$ cat src/rtl/reservoir_loader.sv
// -----------------------------------------------------------------------------
// reservoir_loader
//
// Front-end frame collector for the integer echo-state network. Samples arrive
// one at a time over a valid/ready handshake and are packed into a flat
// reservoir vector. Once a frame is complete it is presented to the
// interpreter stage with a single-cycle start pulse. The frame is then held
// stable until the interpreter signals completion with a rising edge on
// iIntRdy.
//
// Optional feature (macro LOADER_DOUBLE_BUF_EN):
//   While the interpreter works on one frame, the next frame is collected
//   into the shadow register and launched directly on completion.
//
// Ports:
//   iClk         in   rising-edge clock
//   iRstN        in   asynchronous active-low reset
//   iValid       in   sample strobe
//   iSample      in   sample value [data_width]
//   oReady       out  loader accepts a sample this cycle
//   oData        out  packed frame, slot k at [k*data_width +: data_width]
//   oEn          out  one-cycle start pulse to the interpreter
//   iIntRdy      in   interpreter completion (may be level-held)
//   oBusy        out  a frame is launched and not yet complete
//   oFrameCount  out  completed frames, wraps modulo 2^cnt_width
// -----------------------------------------------------------------------------
module reservoir_loader #(
    parameter int data_width     = 3,
    parameter int reservoir_size = 4,
    parameter int cnt_width      = 8
) (
    input  logic                               iClk,
    input  logic                               iRstN,
    input  logic                               iValid,
    input  logic [data_width-1:0]              iSample,
    output logic                               oReady,
    output logic [reservoir_size*data_width-1:0] oData,
    output logic                               oEn,
    input  logic                               iIntRdy,
    output logic                               oBusy,
    output logic [cnt_width-1:0]               oFrameCount
);

    localparam int FW    = reservoir_size * data_width;
    localparam int IDX_W = (reservoir_size > 1) ? $clog2(reservoir_size) : 1;
    localparam logic [IDX_W-1:0] LAST_IDX = IDX_W'(reservoir_size - 1);

    typedef enum logic [1:0] {
        FILL     = 2'd0,
        LAUNCH   = 2'd1,
        WAIT_RES = 2'd2
    } state_t;

    state_t               r_state;
    logic [IDX_W-1:0]     r_idx;
    logic [FW-1:0]        r_shadow;
    logic [FW-1:0]        r_data;
    logic                 r_en;
    logic                 r_rdyQ;
    logic [cnt_width-1:0] r_frameCount;
`ifdef LOADER_DOUBLE_BUF_EN
    logic                 r_pending;
`endif

    logic          w_transfer;
    logic          w_lastSample;
    logic          w_complete;
    logic [FW-1:0] w_frame;

`ifdef LOADER_DOUBLE_BUF_EN
    // A second frame may be collected during the wait, but only one can be
    // parked in the shadow register at a time.
    assign oReady = (r_state == FILL) || ((r_state == WAIT_RES) && !r_pending);
`else
    assign oReady = (r_state == FILL);
`endif

    assign oBusy        = (r_state != FILL);
    assign oData        = r_data;
    assign oEn          = r_en;
    assign oFrameCount  = r_frameCount;

    assign w_transfer   = iValid && oReady;
    assign w_lastSample = (r_idx == LAST_IDX);

    // Only a fresh rising edge seen while waiting counts; a level left high
    // from the previous frame or an edge during LAUNCH is not a completion.
    assign w_complete   = iIntRdy && !r_rdyQ && (r_state == WAIT_RES);

    // Shadow contents with the incoming sample merged into the current slot,
    // so the last sample of a frame can be forwarded in the same edge.
    always_comb begin
        w_frame = r_shadow;
        w_frame[r_idx*data_width +: data_width] = iSample;
    end

    // Single FSM: sample collection, launch pulse, completion tracking and
    // frame counting all live here so every output is registered together.
    always_ff @(posedge iClk or negedge iRstN) begin
        if (!iRstN) begin
            r_state      <= FILL;
            r_idx        <= '0;
            r_shadow     <= '0;
            r_data       <= '0;
            r_en         <= 1'b0;
            r_rdyQ       <= 1'b0;
            r_frameCount <= '0;
`ifdef LOADER_DOUBLE_BUF_EN
            r_pending    <= 1'b0;
`endif
        end else begin
            r_rdyQ <= iIntRdy;
            r_en   <= 1'b0;

            if (w_transfer) begin
                r_shadow <= w_frame;
                r_idx    <= w_lastSample ? '0 : r_idx + 1'b1;
            end

            case (r_state)
                FILL: begin
                    if (w_transfer && w_lastSample) begin
                        r_data  <= w_frame;
                        r_en    <= 1'b1;
                        r_state <= LAUNCH;
                    end
                end

                LAUNCH: begin
                    r_state <= WAIT_RES;
                end

                WAIT_RES: begin
`ifdef LOADER_DOUBLE_BUF_EN
                    if (w_complete) begin
                        r_frameCount <= r_frameCount + 1'b1;
                        if (r_pending) begin
                            r_data    <= r_shadow;
                            r_pending <= 1'b0;
                            r_en      <= 1'b1;
                            r_state   <= LAUNCH;
                        end else if (w_transfer && w_lastSample) begin
                            // Next frame finished on the completion edge:
                            // launch it directly instead of parking it.
                            r_data  <= w_frame;
                            r_en    <= 1'b1;
                            r_state <= LAUNCH;
                        end else begin
                            r_state <= FILL;
                        end
                    end else if (w_transfer && w_lastSample) begin
                        r_pending <= 1'b1;
                    end
`else
                    if (w_complete) begin
                        r_frameCount <= r_frameCount + 1'b1;
                        r_state      <= FILL;
                    end
`endif
                end

                default: begin
                    r_state <= FILL;
                end
            endcase
        end
    end

endmodule

$ cat config.mk
export PLATFORM = sky130hd
export DESIGN_NAME = reservoir_loader
export DESIGN_NICKNAME = d
export VERILOG_FILES = /design/src/rtl/reservoir_loader.sv
export SDC_FILE = /design/constraint.sdc
export NUM_CORES = 1
export LEC_CHECK = 0
export CAP_MARGIN = 25
export CORE_AREA = 2 2 65 67
export CTS_CLUSTER_SIZE = 20
export DETAILED_ROUTE_END_ITERATION = 10
export DIE_AREA = 0 0 67 69
export PLACE_DENSITY = 0.76
export SYNTH_ARGS = -nofsm -noshare
export SYNTH_HDL_FRONTEND = slang
export SYNTH_SLANG_ARGS = --single-unit
$ cat constraint.sdc
create_clock -name iClk -period 1.85 [get_ports iClk]
set_clock_uncertainty 0.1 [all_clocks]
set_input_delay 0.37 -clock iClk [delete_from_list [all_inputs] [get_ports iClk]]
set_output_delay 0.37 -clock iClk [all_outputs]
set_load 0.03 [all_outputs]
* Word level (Yosys, flattened, before mapping) *
Index checks and enable logic that the tools add are counted.

cells by class
  multipliers = 1
  reduce and logical (&&, ||, !) cells = 10
  shift operators = 2
  $add $sub $neg = 3
  multiplexer cells = 7
  eq/ne operators = 5

operators by type and width
  cell                                                                      number
  4-bit negation with 34-bit output                                         1
  3-bit by 34-bit variable shift with 12-bit output (first input constant)  1
  3-bit by 34-bit variable part select with 12-bit output                   1
  12-bit bitwise mux                                                        1
  8-bit by 1-bit adder with 8-bit output (second input constant)            1
  2-bit two-way mux                                                         3
  2-bit case mux with 3 select lines                                        1
  2-bit AND reduction                                                       3
  2-bit == test (second input constant)                                     2
  1-bit logical AND                                                         4
  2-bit by 2-bit multiplier with 4-bit output (second input constant)       1
  2-bit by 1-bit adder with 2-bit output (second input constant)            1
  2-bit by 1-bit == test with 1-bit output (second input constant)          1
  2-bit zero test                                                           1
  1-bit two-way mux                                                         2
  2-bit by 1-bit != test with 1-bit output (second input constant)          1
  2-bit != test (second input constant)                                     1
  2-bit nonzero test                                                        1
  1-bit zero test                                                           1

word-level totals
  input bits = 7
  logic and storage cells = 35
  register bits after elaboration = 38
  output and inout bits = 23

* Depth between registers and ports, before layout *
  word-level depth = 5
  gate-level depth with buffers = 6
  mapped depth without buffers = 5

* Least setup slack after synthesis *
OpenSTA, ideal clock, no wires.

  path type = reg2reg
  start = register r_idx[0]
  end = register r_shadow[6]
  slack = 10 ps
  data arrival time = 1619 ps
  period minus slack after synthesis = 1840 ps
  path buffers = 1
  data required time = 1629 ps
  cell stages (with the launch flop) = 7
  cell sequence = dfrtp_1 -> clkbuf_2 -> inv_1 -> ha_1 -> and4bb_2 -> and2_1 -> a22o_1

on the way
  cells in the longest elaborated chain, start to end = 4
  elaborated cells on any way between the ends = 5
  classes of those cells = 1 x add/sub; 1 x mul; 2 x shift; 1 x mux

RTL lines
  what                                                                                                                                 line  source
  start: declaration                                                                                                                   55    logic [IDX_W-1:0] r_idx;
  start signal: assignment                                                                                                             117   r_idx <= w_lastSample ? '0 : r_idx + 1'b1;
  2-bit by 2-bit multiplier with 4-bit output (*)                                                                                      94    w_frame[r_idx*data_width +: data_width] = iSample;
  4-bit negation with 34-bit output (*)                                                                                                94
  3-bit by 34-bit variable part select with 12-bit output / 3-bit by 34-bit variable shift with 12-bit output (equally long branches)  94
  12-bit bitwise mux (*)                                                                                                               94
  end signal: assignment                                                                                                               116   r_shadow <= w_frame;
  end: declaration                                                                                                                     56    logic [FW-1:0] r_shadow;

Every way passes the cells marked *; elsewhere a longest branch is shown, timed or not.
A chain may end at the register's enable or synchronous reset.

* Worst setup path in the final report *
  start = register r_data[6] (netlist: oData[6])
  end = output oData[6]

RTL lines
  what                      line  source
  start: declaration        57    logic [FW-1:0] r_data;
  start signal: assignment  123   r_data <= w_frame;
  end: declaration          37    output logic [reservoir_size*data_width-1:0] oData,

No word-level cell between the ends.

==> impl_metrics.yaml <==
logic_synthesis:
  synth-edff-count: 0
  synthTopCellsByArea: "dfrtp_1, ha_1, a21oi_1, nand2_1, nor2_1"
  synth_common_cells: "dfrtp_1, nand2_1, nor2_1"
  synth_cell_types: 31
  synthCells: 163
  dominantRegCellSynth: "dfrtp_1"
  synth_area_um2: 1800
  syn_avg_cell_area_um2: 11.0
  ys_seq_area_share_pct: 52.9
  yosys.area.top_type: "dfrtp_1"
  synth_top_area_share_pct: 52.9
  async_flop_share_pct: 100
  yosysWarningCount: 0
  ys_seq_elements: 38
  yosys.cell_count.top_type: "dfrtp_1"
  syn_nets: 177
route:
  via_per_inst: 5.18
  vias: 1321
  routed_wirelength_mm: 3.57
  ant_nets: 0
  drt_pass1_iterations: 4
  drc: 0
  wl_per_cell_um: 14.0
  drt_iter0_drc: 40
die:
  start_util_pct: 45.9
  die_x_um: 67
  die_h_um: 69
  io_pins: 30
  coreArea_um2: 3910
  row_count: 23
  dieArea_um2: 4620
critical_path:
  path_buf_inv: 1
  cp_data_required_time_ps: 1380
  cp_top_family: "buffers and inverters"
  crit_path_end_kind: "output pin"
  worst_ep_arrival_time_ps: 1330
  worstPathMaxFanout: 2
  cp_slowest_stage_delay_ps: 680
  critPathLaunchType: "flip-flop"
  crit_type: "reg -> out"
  cp_slowest_cell: "clkdlybuf4s50_1"
  path_cells: "clkdlybuf4s50_1"
clocking:
  cts_sinks: 38
  cts_tree: "built"
  h-tree-depth: 2
  cts_made_buffers: 5
  clockBufferDepth: 2
  clk_pin_slew_ps: 80
  ctsHoldBuffers: 0
  root_buffer: "clkbuf_8"
  clkLatencyLatePin_ps: 290
sta:
  hold_violations: 0
  grt_setup_unrepaired: "no"
  finalCritPeriodShare_pct: 97.1
  fmax_mhz: 557
  fin_hold_ws_ps: 362
  slew_headroom_pct: 77.9
  setup_viol_count_final: 0
  setup_tns_ps: 0
  min_period_ps: 1800
  maxSlewViolCount: 0
  tightestPinTransition_ps: 331
placed_design:
  portBuffers: 29
  gp_congestion: 0.798
  post-dp-hpwl_mm: 2.66
global_routing:
  first_global_vias: 1404
  grt_first_pass_wirelength_mm: 6.41
  grt_usage_pct: 17.8
  grt_antenna_before_repair: 0
  grt_max_degree: 39
  overflow: 0
finish:
  fillCellCount: 339
  drive_gt1_share_pct: 17.1
  synthToLayoutAreaGrowth_pct: 29.9
  antenna_cells: 0
  finalNetCount: 218
flow_run:
  max-cap-violations: 0
power:
  leakage_uw: 0.00113
  ir_worst_vdd_mv: 0.791
  pwr_density_cell_nw_per_um2: 1660
outcome:
  status: "finished clean"
worst_hold_path:
  holdCritPathClass: "in -> async"
worst reg2reg max path, stage by stage (launching register included):
cell	delay, ps
dfrtp_1	420
inv_1	110
ha_1	330
and4bb_2	260
and2_1	180
a22o_1	240
flip-flops by register name (all words and copies together), names as in the netlist:
signal,flops
oData,12
r_shadow,12
oFrameCount,8
r_idx,2
r_state,2
oEn,1
r_rdyQ,1
cell type report:
class	count	area, µm²	share of cell area (%)
well taps	50	62.6	2.68
flip-flops and latches	38	951	40.8
clock inverters	2	12.5	0.536
multi-input cells	116	830	35.5
inverters	4	15.0	0.643
clock buffers	6	82.6	3.54
repair buffers	39	380	16.3
timing repair:
| action | CTS | global route |
|---|---|---|
| setup buffers | 0 | 0 |
| gates resized for setup | 6 | 8 |
| setup endpoints to repair | 6 | 10 |
cells in the final DEF (no fill, tap or decap):
cell / synthesis / routed
nand2_1: 17 / 17
and4b_1: 1 / 1
and3_1: 2 / 2
ha_1: 7 / 7
mux2i_1: 4 / 4
dfrtp_1: 38 / 38
nor4_4: 1 / 1
nor3b_2: 1 / 1
a22o_1: 2 / 2
inv_1: 4 / 4
clkinv_2: 0 / 1
dlymetal6s2s_1: 0 / 5
nand4bb_4: 1 / 1
a31oi_1: 7 / 7
o21ai_0: 5 / 5
clkinvlp_4: 0 / 1
nor2b_2: 0 / 1
buf_12: 0 / 1
buf_4: 0 / 10
clkbuf_8: 0 / 6
and4bb_2: 3 / 3
xnor2_1: 4 / 4
xor2_1: 3 / 3
nand2b_1: 2 / 2
nand4bb_1: 1 / 1
dlygate4sd2_1: 0 / 6
clkdlybuf4s50_1: 0 / 17
nor3_1: 2 / 2
nand3_1: 1 / 1
nor2b_1: 8 / 7
nor4bb_4: 0 / 1
nor4bb_2: 0 / 2
nand4_1: 2 / 2
nor2_1: 17 / 17
and2_1: 1 / 1
or2_2: 1 / 1
mux2_2: 5 / 5
a21oi_1: 15 / 15
power breakdown:
group          leakage (µW)  switching [µW]  total (µW)  internal (µW)
Combinational      0.000601            1100        1940            841
Clock             0.0000472             288         588            299
Sequential         0.000483             194        1340           1150
routing by layer:
metal | vias to the layer above | wire [µm] | global-route usage (%)
met3 | 5 | 171 | 5.22
li1 | 652 | - | -
met1 | 636 | 1530 | 22.8
met4 | 0 | 29 | 3.40
met5 | - | 0 | 0
met2 | 28 | 1830 | 29.6
final timing paths:
check | start | to | slack, ps | depth (start not counted)
max in group asynchronous | iRstN | oData[11] | 1110 | 2
worst min-delay path | iRstN | oData[7] | 360 | 2
worst max-delay path | oData[6] | oData[6] | 50 | 1
worst max register to register | r_idx[1] | r_shadow[8] | 110 | 5
min in group iClk | r_shadow[11] | r_shadow[11] | 380 | 2
worst min register to register | r_shadow[11] | r_shadow[11] | 380 | 2
cells by family after synthesis:
| family | share of synthesized area (%) |
|---|---|
| and+or+nand+nor | 21.9 |
| DFF | 52.9 |
| AOI/OAI and AO/OA | 8.98 |
| buffers and inverters | 2.58 |
| muxes | 5.36 |
| xor gates and xnor gates | 3.41 |
| adders and majority gates | 4.87 |
stage by stage:
stage / instances / util [%] / power [µW] / instance area [µm²] / setup WS, ps
2_1_floorplan: 163 / - / 2590 / 1800 / 9.61
3_3_place_gp: 247 / 56.7 / 3240 / 2220 / 30.7
3_5_place_dp: 247 / 56.7 / 3310 / 2220 / 4.23
4_1_cts: 255 / 58.9 / 3880 / 2310 / 18.3
5_1_grt: 255 / 59.6 / 4170 / 2330 / 1.78
6_report: 255 / 59.6 / 3870 / 2330 / 54.3
(Power assumes the default switching activity.)
==> RTL change: new RTL, same flow settings <==
Add a define of `LOADER_DOUBLE_BUF_EN`.
--- a/src/rtl/reservoir_loader.sv
+++ b/src/rtl/reservoir_loader.sv
@@ -24,6 +24,8 @@
 //   oBusy        out  a frame is launched and not yet complete
 //   oFrameCount  out  completed frames, wraps modulo 2^cnt_width
 // -----------------------------------------------------------------------------
+`define LOADER_DOUBLE_BUF_EN
+
 module reservoir_loader #(
     parameter int data_width     = 3,
     parameter int reservoir_size = 4,
Formal check against the unedited RTL: not equivalent (Yosys sat finds a counterexample within 10 cycles, from zero or initial values and one cycle with iRstN low).
==> RTL change against the unedited design <==
  * Register-to-register slack worse by 0.09 ns
  * Cell area up 12%
  * Clock power increased by 24%
  * Non-clock buffer count grew 17
  * Synthesized area grew 6.5%
  * Sequential cell count is 1 higher
  * Combinational power rose by 12%
  * Setup slack lost 0.032 ns
  * Fmax down 1.7%
  * Wire length rose by 25%
  * Total power up 11%
  * Die area unchanged
  * Sequential share of layout area is 3.4 points lower
==> RTL change: results (changes against the unedited design) <==
Parameter                              Value

Outcome
  Outcome ... finished, final reports clean

Layout
  Sequential share of cell area ... 0.373 (-0.0344)
  Post-route non-filler standard cell count ... 281 (+10%)
  Fraction of layout instances using a drive strength above 1 ... 0.260 (+0.0890)
  Combined area of the multi-input logic cells ... 915 um^2 (+10%)
  Inverter count ... 8 (+4)
  Non-clock buffer count ... 56 (+44%)
  NonClk Buf Share ... 0.198 (+0.0353)
  Nets@finish ... 243 (+11%)
  Number of multi-input logic gates ... 120 (+3.4%)
  Filler cell count ... 306 (-9.7%)
  Number of clock buffer instances in the layout ... 5 (-1)
  Number of sequential cells ... 39 (+2.6%)
  Portion of the layout cell area used by clock cells ... 0.0430 (+0.00225)

Global route
  M3 GR Usage ... 0.0489 (-0.00326)
  Met1 capacity usage during global routing ... 0.256 (+0.0279)
  Number of global-route vias before repair ... 1593 (+13%)
  Met2 GRT Util ... 0.358 (+0.0616)
  Global routing usage summed across all routing layers ... 0.213 (+0.0357)

Setup path
  Destination of the critical timing path ... oData[4]
  Startpoint of the worst setup timing path ... oData[4]
  Worst-case reg-to-reg path depth ... 7 (+2)
  Reg2reg end ... oData[7]
  Startpoint of the worst register-to-register path ... r_idx[1]
  Flop-to-flop setup slack ... 0.02 ns (-0.09 ns)

Route
  DR WL met3 ... 187 um (+9.4%)
  Iter 0 DRT Violations ... 72 (+80%)
  Wire per inst ... 15.9 um (+14%)
  Vias per inst ... 5.56 (+7.4%)
  Met2 WL ... 2.34 mm (+28%)

Synth
  Portion of netlist area occupied by mux cells ... 0.0340 (-0.0196)
  Post-Synth Adder-Cell Area ... 0.0392 (-0.00953)
  Mapped Avg Cell Area ... 11.1 um^2 (+0.97%)
  Leading cell types by total area after synthesis ... dfrtp_1, ha_1, nand2_1
  Synthesized Nets ... 185 (+4.5%)
  Top post-synthesis cells by count ... dfrtp_1, nand2_1, o21ai_0
  XOR/XNOR share of the synthesized area ... 0.0320 (-0.00210)
  Proportion of synthesized chip area in sequential cells ... 0.510 (-0.0194)
  Yosys cell types ... 41 (+32%)

Placed design
  Cell count after placement ... 266 (+7.7%)
  Half-perimeter wire length after detailed placement ... 3.27 mm (+23%)
  Total cell area at the placement stage ... 2410 um^2 (+8.7%)
  Gp weighted congestion ... 0.848 (+6.2%)

Min path
  Worst hold path type ... flop to flop

Pwr
  Worst-case vdd ir drop ... 1.02 mV (+29%)
  Leakage Power ... 1.30 nW (+15%)
  P per Cell Area ... 1630 nW/um^2 (-1.4%)

Clocking
  Clock transition at the register clock pins on the worst setup and hold paths after CTS ... 0.08 ns (about the same)

Timing
  Final critical delay including setup and external delays ... 1.83 ns (+0.0317 ns)
RTL change: worst min path at each step:
stage | slack [ns] | depth (start not counted) | to | from
floorplan | -0.03 | 0 | oData[0] | iRstN
global placement | 0.24 | 1 | oFrameCount[2] | iRstN
detailed placement | 0.25 | 1 | oFrameCount[2] | iRstN
CTS | 0.40 | 1 | oFrameCount[6] | oFrameCount[6]
global route | 0.42 | 1 | oFrameCount[7] | oFrameCount[7]
finish | 0.40 | 1 | oFrameCount[7] | oFrameCount[7]
RTL change: power breakdown:
| part | internal [W] | switching [W] |
|---|---|---|
| sequential | 0.00115 | 0.000234 |
| clock | 0.000402 | 0.000330 |
| combinational | 0.00102 | 0.00115 |
RTL change: what timing repair did:
action | CTS | global route
pin swaps | 1 | 5
hold buffers | 1 | 0
gates resized for setup | 13 | 14
endpoints found under the setup margin | 14 | 16
setup buffers | 2 | 4
gates cloned | 0 | 0
hold endpoints to repair | 18 | 0
